## src/rtl/div_pkg.sv

```systemverilog
// Shared types and op-decode helpers for the iterative integer divider.
package div_pkg;

    typedef enum logic [1:0] {
        DIV  = 2'd0,
        DIVU = 2'd1,
        REM  = 2'd2,
        REMU = 2'd3
    } div_op_e;

    typedef enum logic [1:0] {
        IDLE = 2'd0,
        CALC = 2'd1,
        FIX  = 2'd2,
        DONE = 2'd3
    } div_state_e;

    function automatic logic is_signed(div_op_e op);
        return (op == DIV) || (op == REM);
    endfunction

    function automatic logic is_rem(div_op_e op);
        return (op == REM) || (op == REMU);
    endfunction

endpackage

```

## src/rtl/div_sign_fix.sv

```systemverilog
// Final remainder restore and signed negation of quotient/remainder for the
// non-restoring divider core.
module div_sign_fix #(
    parameter int unsigned WIDTH = 32
) (
    input  logic [WIDTH:0]   rem,
    input  logic [WIDTH-1:0] quo,
    input  logic [WIDTH-1:0] dvs,
    input  logic             neg_q,
    input  logic             neg_r,
    output logic [WIDTH-1:0] q,
    output logic [WIDTH-1:0] r
);

    logic [WIDTH-1:0] r_abs;

    // A negative final partial remainder lies in [-d, 0); one add brings it to [0, d).
    always_comb begin
        r_abs = rem[WIDTH] ? (rem[WIDTH-1:0] + dvs) : rem[WIDTH-1:0];
        q     = neg_q ? (WIDTH'(0) - quo) : quo;
        r     = neg_r ? (WIDTH'(0) - r_abs) : r_abs;
    end

endmodule

```

## src/rtl/div_iter.sv

```systemverilog
// Iterative RV32M/RV64M divider (DIV/DIVU/REM/REMU), one quotient bit per cycle.
// Optional last-result reuse is enabled by defining DIV_RESULT_REUSE_EN.
module div_iter #(
    parameter int unsigned WIDTH = 32,
    parameter int unsigned TAG_W = 5
) (
    input  logic             clk,
    input  logic             reset,
    input  logic             flush,
    input  logic             in_valid,
    output logic             in_ready,
    input  logic [1:0]       in_op,
    input  logic [WIDTH-1:0] in_a,
    input  logic [WIDTH-1:0] in_b,
    input  logic [TAG_W-1:0] in_tag,
    output logic             out_valid,
    input  logic             out_ready,
    output logic [WIDTH-1:0] out_result,
    output logic [TAG_W-1:0] out_tag,
    output logic             busy
);
    import div_pkg::*;

    localparam int unsigned CNT_W = $clog2(WIDTH);
    localparam logic [1:0] S_IDLE = 2'(IDLE);
    localparam logic [1:0] S_CALC = 2'(CALC);
    localparam logic [1:0] S_FIX  = 2'(FIX);
    localparam logic [1:0] S_DONE = 2'(DONE);
    localparam logic [WIDTH-1:0] MIN_NEG  = {1'b1, {(WIDTH-1){1'b0}}};
    localparam logic [WIDTH-1:0] ALL_ONES = {WIDTH{1'b1}};

    logic [1:0]       state_q, state_d;
    logic             accept, fast;
    logic             req_signed, req_rem, a_neg, b_neg, div0, ovf, hit;
    logic [WIDTH-1:0] a_abs, b_abs, fast_result, hit_result;
    logic [WIDTH:0]   rem_q, rem_sh, rem_nx;
    logic [WIDTH-1:0] quo_q, quo_nx, dvs_q, fix_q, fix_r;
    logic [CNT_W-1:0] cnt_q;
    logic             a_sign_q, b_sign_q, rem_op_q;
    logic [TAG_W-1:0] tag_q;

    assign in_ready  = (state_q == S_IDLE) | ((state_q == S_DONE) & out_ready);
    assign out_valid = (state_q == S_DONE);
    assign busy      = (state_q != S_IDLE);
    assign accept    = in_valid & in_ready & ~flush;

    // Request decode: magnitudes and the RISC-V special cases.
    always_comb begin
        req_signed = is_signed(div_op_e'(in_op));
        req_rem    = is_rem(div_op_e'(in_op));
        a_neg      = req_signed & in_a[WIDTH-1];
        b_neg      = req_signed & in_b[WIDTH-1];
        a_abs      = a_neg ? (WIDTH'(0) - in_a) : in_a;
        b_abs      = b_neg ? (WIDTH'(0) - in_b) : in_b;
        div0       = (in_b == '0);
        ovf        = req_signed & (in_a == MIN_NEG) & (in_b == ALL_ONES);
    end

    // Single-cycle results bypass the iteration entirely.
    always_comb begin
        fast        = div0 | ovf | hit;
        fast_result = hit_result;
        if (div0)
            fast_result = req_rem ? in_a : ALL_ONES;
        else if (ovf)
            fast_result = req_rem ? '0 : in_a;
    end

`ifdef DIV_RESULT_REUSE_EN
    logic             reuse_vld_q, reuse_sgn_q, sgn_q;
    logic [WIDTH-1:0] reuse_a_q, reuse_b_q, reuse_qt_q, reuse_rm_q;
    logic [WIDTH-1:0] a_raw_q, b_raw_q;

    assign hit        = reuse_vld_q & (in_a == reuse_a_q) & (in_b == reuse_b_q)
                        & (req_signed == reuse_sgn_q);
    assign hit_result = req_rem ? reuse_rm_q : reuse_qt_q;

    // Last completed iterative result, keyed on raw operands and signedness.
    always_ff @(posedge clk) begin
        if (reset) begin
            reuse_vld_q <= 1'b0;
            reuse_sgn_q <= 1'b0;
            reuse_a_q   <= '0;
            reuse_b_q   <= '0;
            reuse_qt_q  <= '0;
            reuse_rm_q  <= '0;
            a_raw_q     <= '0;
            b_raw_q     <= '0;
            sgn_q       <= 1'b0;
        end else begin
            if (accept) begin
                a_raw_q <= in_a;
                b_raw_q <= in_b;
                sgn_q   <= req_signed;
            end
            if (flush) begin
                reuse_vld_q <= 1'b0;
            end else if (state_q == S_FIX) begin
                reuse_vld_q <= 1'b1;
                reuse_sgn_q <= sgn_q;
                reuse_a_q   <= a_raw_q;
                reuse_b_q   <= b_raw_q;
                reuse_qt_q  <= fix_q;
                reuse_rm_q  <= fix_r;
            end
        end
    end
`else
    assign hit        = 1'b0;
    assign hit_result = '0;
`endif

    // Next-state logic; flush overrides everything except reset.
    always_comb begin
        state_d = state_q;
        case (state_q)
            S_IDLE: if (accept) state_d = fast ? S_DONE : S_CALC;
            S_CALC: if (cnt_q == CNT_W'(WIDTH - 1)) state_d = S_FIX;
            S_FIX:  state_d = S_DONE;
            S_DONE: begin
                if (accept)
                    state_d = fast ? S_DONE : S_CALC;
                else if (out_ready)
                    state_d = S_IDLE;
            end
            default: state_d = S_IDLE;
        endcase
        if (flush)
            state_d = S_IDLE;
    end

    always_ff @(posedge clk) begin
        if (reset)
            state_q <= S_IDLE;
        else
            state_q <= state_d;
    end

    // Non-restoring step: subtract while the partial remainder is non-negative.
    always_comb begin
        rem_sh = {rem_q[WIDTH-1:0], quo_q[WIDTH-1]};
        rem_nx = rem_q[WIDTH] ? (rem_sh + {1'b0, dvs_q}) : (rem_sh - {1'b0, dvs_q});
        quo_nx = {quo_q[WIDTH-2:0], ~rem_nx[WIDTH]};
    end

    div_sign_fix #(
        .WIDTH (WIDTH)
    ) u_sign_fix (
        .rem   (rem_q),
        .quo   (quo_q),
        .dvs   (dvs_q),
        .neg_q (a_sign_q ^ b_sign_q),
        .neg_r (a_sign_q),
        .q     (fix_q),
        .r     (fix_r)
    );

    always_ff @(posedge clk) begin
        if (reset) begin
            rem_q      <= '0;
            quo_q      <= '0;
            dvs_q      <= '0;
            cnt_q      <= '0;
            a_sign_q   <= 1'b0;
            b_sign_q   <= 1'b0;
            rem_op_q   <= 1'b0;
            tag_q      <= '0;
            out_result <= '0;
            out_tag    <= '0;
        end else if (accept) begin
            rem_q    <= '0;
            quo_q    <= a_abs;
            dvs_q    <= b_abs;
            cnt_q    <= '0;
            a_sign_q <= a_neg;
            b_sign_q <= b_neg;
            rem_op_q <= req_rem;
            tag_q    <= in_tag;
            if (fast) begin
                out_result <= fast_result;
                out_tag    <= in_tag;
            end
        end else if (state_q == S_CALC) begin
            rem_q <= rem_nx;
            quo_q <= quo_nx;
            cnt_q <= cnt_q + CNT_W'(1);
        end else if ((state_q == S_FIX) && !flush) begin
            out_result <= rem_op_q ? fix_r : fix_q;
            out_tag    <= tag_q;
        end
    end

endmodule
```

## config.mk

```make
export PLATFORM = sky130hd
export DESIGN_NAME = div_iter
export DESIGN_NICKNAME = d
export VERILOG_FILES = /design/src/rtl/div_pkg.sv /design/src/rtl/div_sign_fix.sv /design/src/rtl/div_iter.sv
export SDC_FILE = /design/constraint.sdc
export NUM_CORES = 1
export LEC_CHECK = 0
export BUFFER_PORTS_ARGS = -buffer_cell sky130_fd_sc_hd__buf_2
export CAP_MARGIN = 40
export CORE_MARGIN = 2
export CORE_UTILIZATION = 50
export DETAILED_ROUTE_END_ITERATION = 6
export PLACE_DENSITY_LB_ADDON = 0.1
export SYNTH_ARGS = -nofsm -noshare
export SYNTH_HDL_FRONTEND = slang
export SYNTH_SLANG_ARGS = --single-unit
```

## constraint.sdc

```tcl
create_clock -name clk -period 6.2 [get_ports clk]
set_clock_uncertainty 0.15 [all_clocks]
set_input_delay 0.31 -clock clk [delete_from_list [all_inputs] [get_ports clk]]
set_output_delay 0.31 -clock clk [all_outputs]
set_load 0.03 [all_outputs]
```

==> flow_summary.ini, run 1 <==
[critical_path]
worstSetupPathType = reg2reg
worstPathArrival_ns = 4.81
cp_max_fo = 6
cp-start-kind = register
endpoint_kind = register
required_ns = 6.41

[detailed_routing]
num_vias = 14200
drt-pass1-iter-count = 7
routed_wl_um = 44000
viasPerCell = 6.28
routedWlPerCell_um = 19.5
drc = 0
drt-initial-drc-count = 1333
antenna_left = 0

[clock_tree]
cts.htree.levels = 4
clk_latency_ns = 0.44
root_buffer = clkbuf_16
cts_setup_buffers = 0
cts.sinks = 149
cts_max_path_buffers = 2
tritoncts = built
path_clk_slew_ns = 0.07
cts_buffers = 17

[power_and_ir_drop]
power_density_nw_per_um2 = 208
peakVddDrop_mv = 0.181
p_leak_uw = 0.00606

[synth]
ys_types = 82
postSynth.asyncResetShare_pct = 0
synth_flop_cell = dfxtp_1
syn_nets = 1991
syn-cell-area_sq_um = 13400
ys_warn_count = 0
avgSynthCellArea_sq_um = 7.28
syn_inst = 1842
synth_enable_flop_cells = 0
yosysSeqAreaShare_pct = 22.2
synth-seq-cells = 149

[job]
maxCapViolCount = 0

[timing]
hold_viol = 0
max_freq_mhz = 217
finalSetupViolCount = 0
worstMarginPinSlew_ns = 0.857
drv_slew = 0
fin_crit_ns = 4.60
rsz0062_at_grt = no
setup_tns_ns = 0
max_slew_margin_pct = 42.9
timing.final.crit_share_pct = 74.3

[global_route]
antenna_found_initial = 2
grt_max_degree = 72
grt_pass1_wl_um = 69300
grt_pass1_vias = 12800
grt-ovfl-total = 0
track_usage_pct = 30.7

[die]
die_area_sq_um = 28100
die_y_um = 168
coreArea_sq_um = 26200
io_pins = 116
rows = 59
start_util_pct = 51.2
dieWidth_um = 168

[outcome]
status = finished, final reports clean

[final_layout]
fin_area_sq_um = 14900
layout_common_cells = 221 x nand2_1, 199 x a21oi_1, 195 x nor2_1
area_growth_syn_to_layout_pct = 10.8
antenna_cells = 0
fillers = 2595
final_nets = 2057
drive_above_1_share_pct = 10.4
final_common_cell = nand2_1

[worst_hold_path]
hp-class = in2reg

[placed_design]
gp_congestion = 0.952
dp_hpwl_um = 33500
place_area_sq_um = 14200
port_buffers = 115
-- routing by layer --
metal | vias to the layer above | global-route usage (%) | part of all wire (%)
li1 | 6885 | - | -
met5 | - | 0 | 0.055
met4 | 4 | 10.2 | 2.8
met3 | 84 | 6.22 | 7.4
met1 | 6664 | 41.5 | 44
met2 | 540 | 49.0 | 45
-- power breakdown --
| group | leakage, uW | internal, uW | switching (uW) |
|---|---|---|---|
| registers | 0.00121 | 998 | 71.8 |
| logic | 0.00459 | 385 | 604 |
| clock network | 0.000257 | 527 | 499 |
| total | 0.00606 | 1910 | 1180 |
-- state kept, by name, indices dropped and copies added (netlist names) --
signal / flops
a_sign_q: 1
b_sign_q: 1
cnt_q: 5
dvs_q: 32
out_result: 32
out_tag: 5
quo_q: 32
rem_op_q: 1
rem_q: 33
state_q: 2
tag_q: 5
-- cells in the mapped netlist (all sizes together) (44+ instances only) --
| cell | instances | share of area (%) |
|---|---|---|
| a211oi | 60 | 3.6 |
| a21o | 44 | 2.5 |
| a21oi | 201 | 7.6 |
| clkbuf | 70 | 2.0 |
| dfxtp | 149 | 22 |
| ha | 71 | 6.6 |
| nand2 | 221 | 6.2 |
| nor2 | 196 | 5.5 |
| nor3 | 48 | 1.9 |
| o21ai | 104 | 3.9 |
| xnor2 | 96 | 6.3 |
| xor2 | 84 | 5.5 |
-- cells by family (layout without fill, tap and decap cells) --
logic type / count (synthesis) / in the layout / share of synthesized area (%)
adder cells (fa/ha/maj): 73 / 73 / 6.92
AO/OA/AOI/OAI: 607 / 607 / 29.5
flip-flops: 149 / 149 / 22.2
AND/OR/NAND/NOR: 673 / 673 / 23.6
buffers and inverters: 133 / 212 / 3.86
XOR/XNOR: 180 / 180 / 11.8
multiplexers: 27 / 27 / 2.04
-- worst max-delay path, cell delays in order (launching register included) --
cell and delay (ns):
dfxtp_1 0.38, inv_1 0.11, ha_1 0.20, nand2_1 0.06, nor3_1 0.31, and2_1 0.29
nand2_1 0.16, o41ai_1 0.34, xnor2_1 0.18, ha_1 0.31, a21o_1 0.18, a21oi_1 0.13
nor2b_1 0.06, o21ai_0 0.13, nand2_1 0.06, a31oi_1 0.27, o2111ai_1 0.21, a21oi_1 0.26
nor2b_1 0.09, or4_1 0.47, a31oi_1 0.16
-- path summary, 6_finish.rpt --
path / slack, ns / endpoint / startpoint / cells after the start
setup / recovery: 1.60 / rem_q[30]$_SDFFE_PP0P_ / dvs_q[1]$_SDFFE_PP0P_ / 20
hold / removal: 0.04 / dvs_q[0]$_SDFFE_PP0P_ / in_b[0] / 3
setup reg to reg: 1.60 / rem_q[30]$_SDFFE_PP0P_ / dvs_q[1]$_SDFFE_PP0P_ / 20
hold reg to reg: 0.29 / out_result[20]$_SDFFE_PP0P_ / out_result[20]$_SDFFE_PP0P_ / 2
-- timing repair --
item	4_1_cts	5_1_grt
gates resized for setup	0	0
setup endpoints to repair	0	0
endpoints found under the hold margin	7	0
hold buffers	6	0
-- per-stage QoR --
step	power (uW)	worst slack [ns]	hold WS, ns	util [%]	instances
5_1_grt	3260	1.12	0.0312	56.7	2256
6_report	3090	1.60	0.0360	56.7	2256
3_5_place_dp	2060	1.64	0.281	54.3	2218
4_1_cts	3090	1.64	0.0191	56.7	2256
2_1_floorplan	1790	0.572	0.237	-	1842
3_3_place_gp	2050	1.61	0.277	54.1	2213
-- final cells by class --
class / instances / area (sq um) / area share, %
timing repair buffer: 144 / 840 / 5.65
multi-input combinational: 1560 / 9920 / 66.8
sequential: 149 / 2980 / 20.1
clock inverter: 13 / 116 / 0.783
clock buffer: 19 / 433 / 2.91
inverter: 36 / 135 / 0.910
tap: 335 / 419 / 2.82
Note: power is estimated with default switching activity, not from simulation.
==> run 2: changes to the inputs <==
==> constraint.sdc (replaced) <==
create_clock -name clk -period 4.06 [get_ports clk]
set_clock_uncertainty 0.15 [all_clocks]
set_input_delay 0.203 -clock clk [delete_from_list [all_inputs] [get_ports clk]]
set_output_delay 0.203 -clock clk [all_outputs]
set_load 0.03 [all_outputs]
==> run 2 against run 1 <==
- total power up 68%
- global-route usage up 1.4 points
- via count up 5.3%
- clock power up 66%
- register-to-register slack worse by 1.6 ns
- maximum frequency up 14%
- highest routed layer unchanged
==> flow_summary.ini, run 2 (synthesized netlist as in run 1, its figures left out) <==
[detailed_routing]
drt-pass1-iter-count = 6
antenna_left = 0
viasPerCell = 6.19
routed_wl_um = 46800
drc = 0
drt-initial-drc-count = 1413
num_vias = 14900
routedWlPerCell_um = 19.4

[global_route]
track_usage_pct = 32.2
grt-ovfl-total = 0
grt_pass1_wl_um = 72500
grt_max_degree = 50
grt_pass1_vias = 13800
antenna_found_initial = 1

[timing]
final.setup.worst_slack_ns = 0.0130
worstMarginPinSlew_ns = 0.754
timing.final.crit_share_pct = 99.7
max_slew_margin_pct = 49.5
max_freq_mhz = 247
drv_slew = 0
finalSetupViolCount = 0
hold_viol = 0
setup_tns_ns = 0
rsz0062_at_grt = yes
fin_crit_ns = 4.05

[critical_path]
cp-start-kind = register
crit_top_cell = a21o_1
crit_slowest_cell = or4_1
cp_top_family = compound AO/OA/AOI/OAI gates
worstPathArrival_ns = 4.27
cp_max_fo = 4
crit_chain = nor3_4 > nand3_2 > nor2_4 > buf_6 > a21oi_2 > xor2_1 > ha_1 > a21o_1 > a21o_1 > a21o_1 > a221oi_2 > o31ai_2 > a31oi_1 > buf_4 > o2111ai_4 > a21oi_2 > nor2b_1 > or4_1 > a31oi_1
endpoint_kind = register
required_ns = 4.28
cp_slowest_stage_delay_ns = 0.48
worstSetupPathType = reg2reg
critPathBufInv = 2

[placed_design]
dp_hpwl_um = 35200
port_buffers = 115
post-place-cells = 2327
post-place-ws_ns = -0.173
gp_congestion = 0.949
place_area_sq_um = 15100

[final_layout]
layoutNonFillerInstCount = 2412
area_growth_syn_to_layout_pct = 24.1
final_nets = 2213
final_common_cell = nand2_1
drive_above_1_share_pct = 19.3
antenna_cells = 0
layout_common_cells = 219 x nand2_1, 192 x nor2_1, 189 x a21oi_1
regMostFlops = rem_q
largest_reg_flops = 33
fin_area_sq_um = 16600

[worst_hold_path]
hp-class = in2reg

[die]
die_y_um = 168
rows = 59
dieWidth_um = 168
io_pins = 116
die_area_sq_um = 28100
coreArea_sq_um = 26200
start_util_pct = 51.2

[clock_tree]
clk_latency_ns = 0.45
cts_buffers = 17
cts_max_path_buffers = 2
root_buffer = clkbuf_16
tritoncts = built
cts.htree.levels = 4
path_clk_slew_ns = 0.07
cts.sinks = 149

[outcome]
status = finished, final reports clean

[power_and_ir_drop]
power_density_nw_per_um2 = 311
p_leak_uw = 0.00696
peakVddDrop_mv = 0.271

[job]
maxCapViolCount = 0
run 2: changes by cell type in the layout (fill, tap and decap cells not counted), sizes merged:
cell / before / now
buf: 138 / 256
dlygate4sd3: 6 / 44
inv: 43 / 47
clkbuf: 19 / 17
clkinvlp: 4 / 2
bufinv: 0 / 1
clkinv: 2 / 1
run 2: metal layers:
layer,GRT usage (%),share of wire [%],vias to the layer above
met2,52.2,45,626
met3,5.15,7.7,109
met5,0,0.024,-
li1,-,-,7189
met4,13.0,3.8,2
met1,42.7,43,7002
run 2: final timing paths:
| path | startpoint | end | slack, ns | cells past startpoint |
|---|---|---|---|---|
| setup / recovery | dvs_q[3]$_SDFFE_PP0P_ | rem_q[30]$_SDFFE_PP0P_ | 0.01 | 19 |
| hold / removal | in_b[3] | dvs_q[3]$_SDFFE_PP0P_ | 0.0002 | 3 |
| setup reg to reg | dvs_q[3]$_SDFFE_PP0P_ | rem_q[30]$_SDFFE_PP0P_ | 0.01 | 19 |
| hold reg to reg | out_result[23]$_SDFFE_PP0P_ | out_result[23]$_SDFFE_PP0P_ | 0.29 | 2 |
run 2: area by class of cell:
class | count | area [sq um]
tap | 335 | 419
inverter | 36 | 138
clock inverter | 15 | 173
clock buffer | 17 | 425
fill | 2425 | 9560
sequential | 149 | 3000
timing repair buffer | 300 | 2080
multi-input combinational | 1560 | 10400
run 2: power breakdown:
group          switching [uW]  internal [uW]
combinational            1060            789
sequential               96.2           1520
clock                     821            886
run 2: worst reg2reg max path: stages (launching register included):
cell and delay (ns):
dfxtp_4 0.36, nor3_4 0.18, nand3_2 0.13, nor2_4 0.19, buf_6 0.12, a21oi_2 0.05, xor2_1 0.16, ha_1 0.31
a21o_1 0.17, a21o_1 0.18, a21o_1 0.19, a221oi_2 0.29, o31ai_2 0.14, a31oi_1 0.17, buf_4 0.16, o2111ai_4 0.12
a21oi_2 0.18, nor2b_1 0.07, or4_1 0.48, a31oi_1 0.18
run 2: repair_timing:
action                     4_1_cts  5_1_grt
gates resized for setup          8       94
hold endpoints to repair        49        0
setup endpoints to repair        9       38
setup buffers                    0        9
pin swaps                        0       31
hold buffers                    44        0
run 2: stage by stage:
step	power (uW)	hold slack [ns]	util, %
final	5170	0.000193	63.5
after global routing	5420	0.0374	63.5
after CTS	5040	0.00154	61.6
after detailed placement	3290	0.281	57.6
after global placement	3270	0.278	57.5
after floorplan	2760	0.130	-
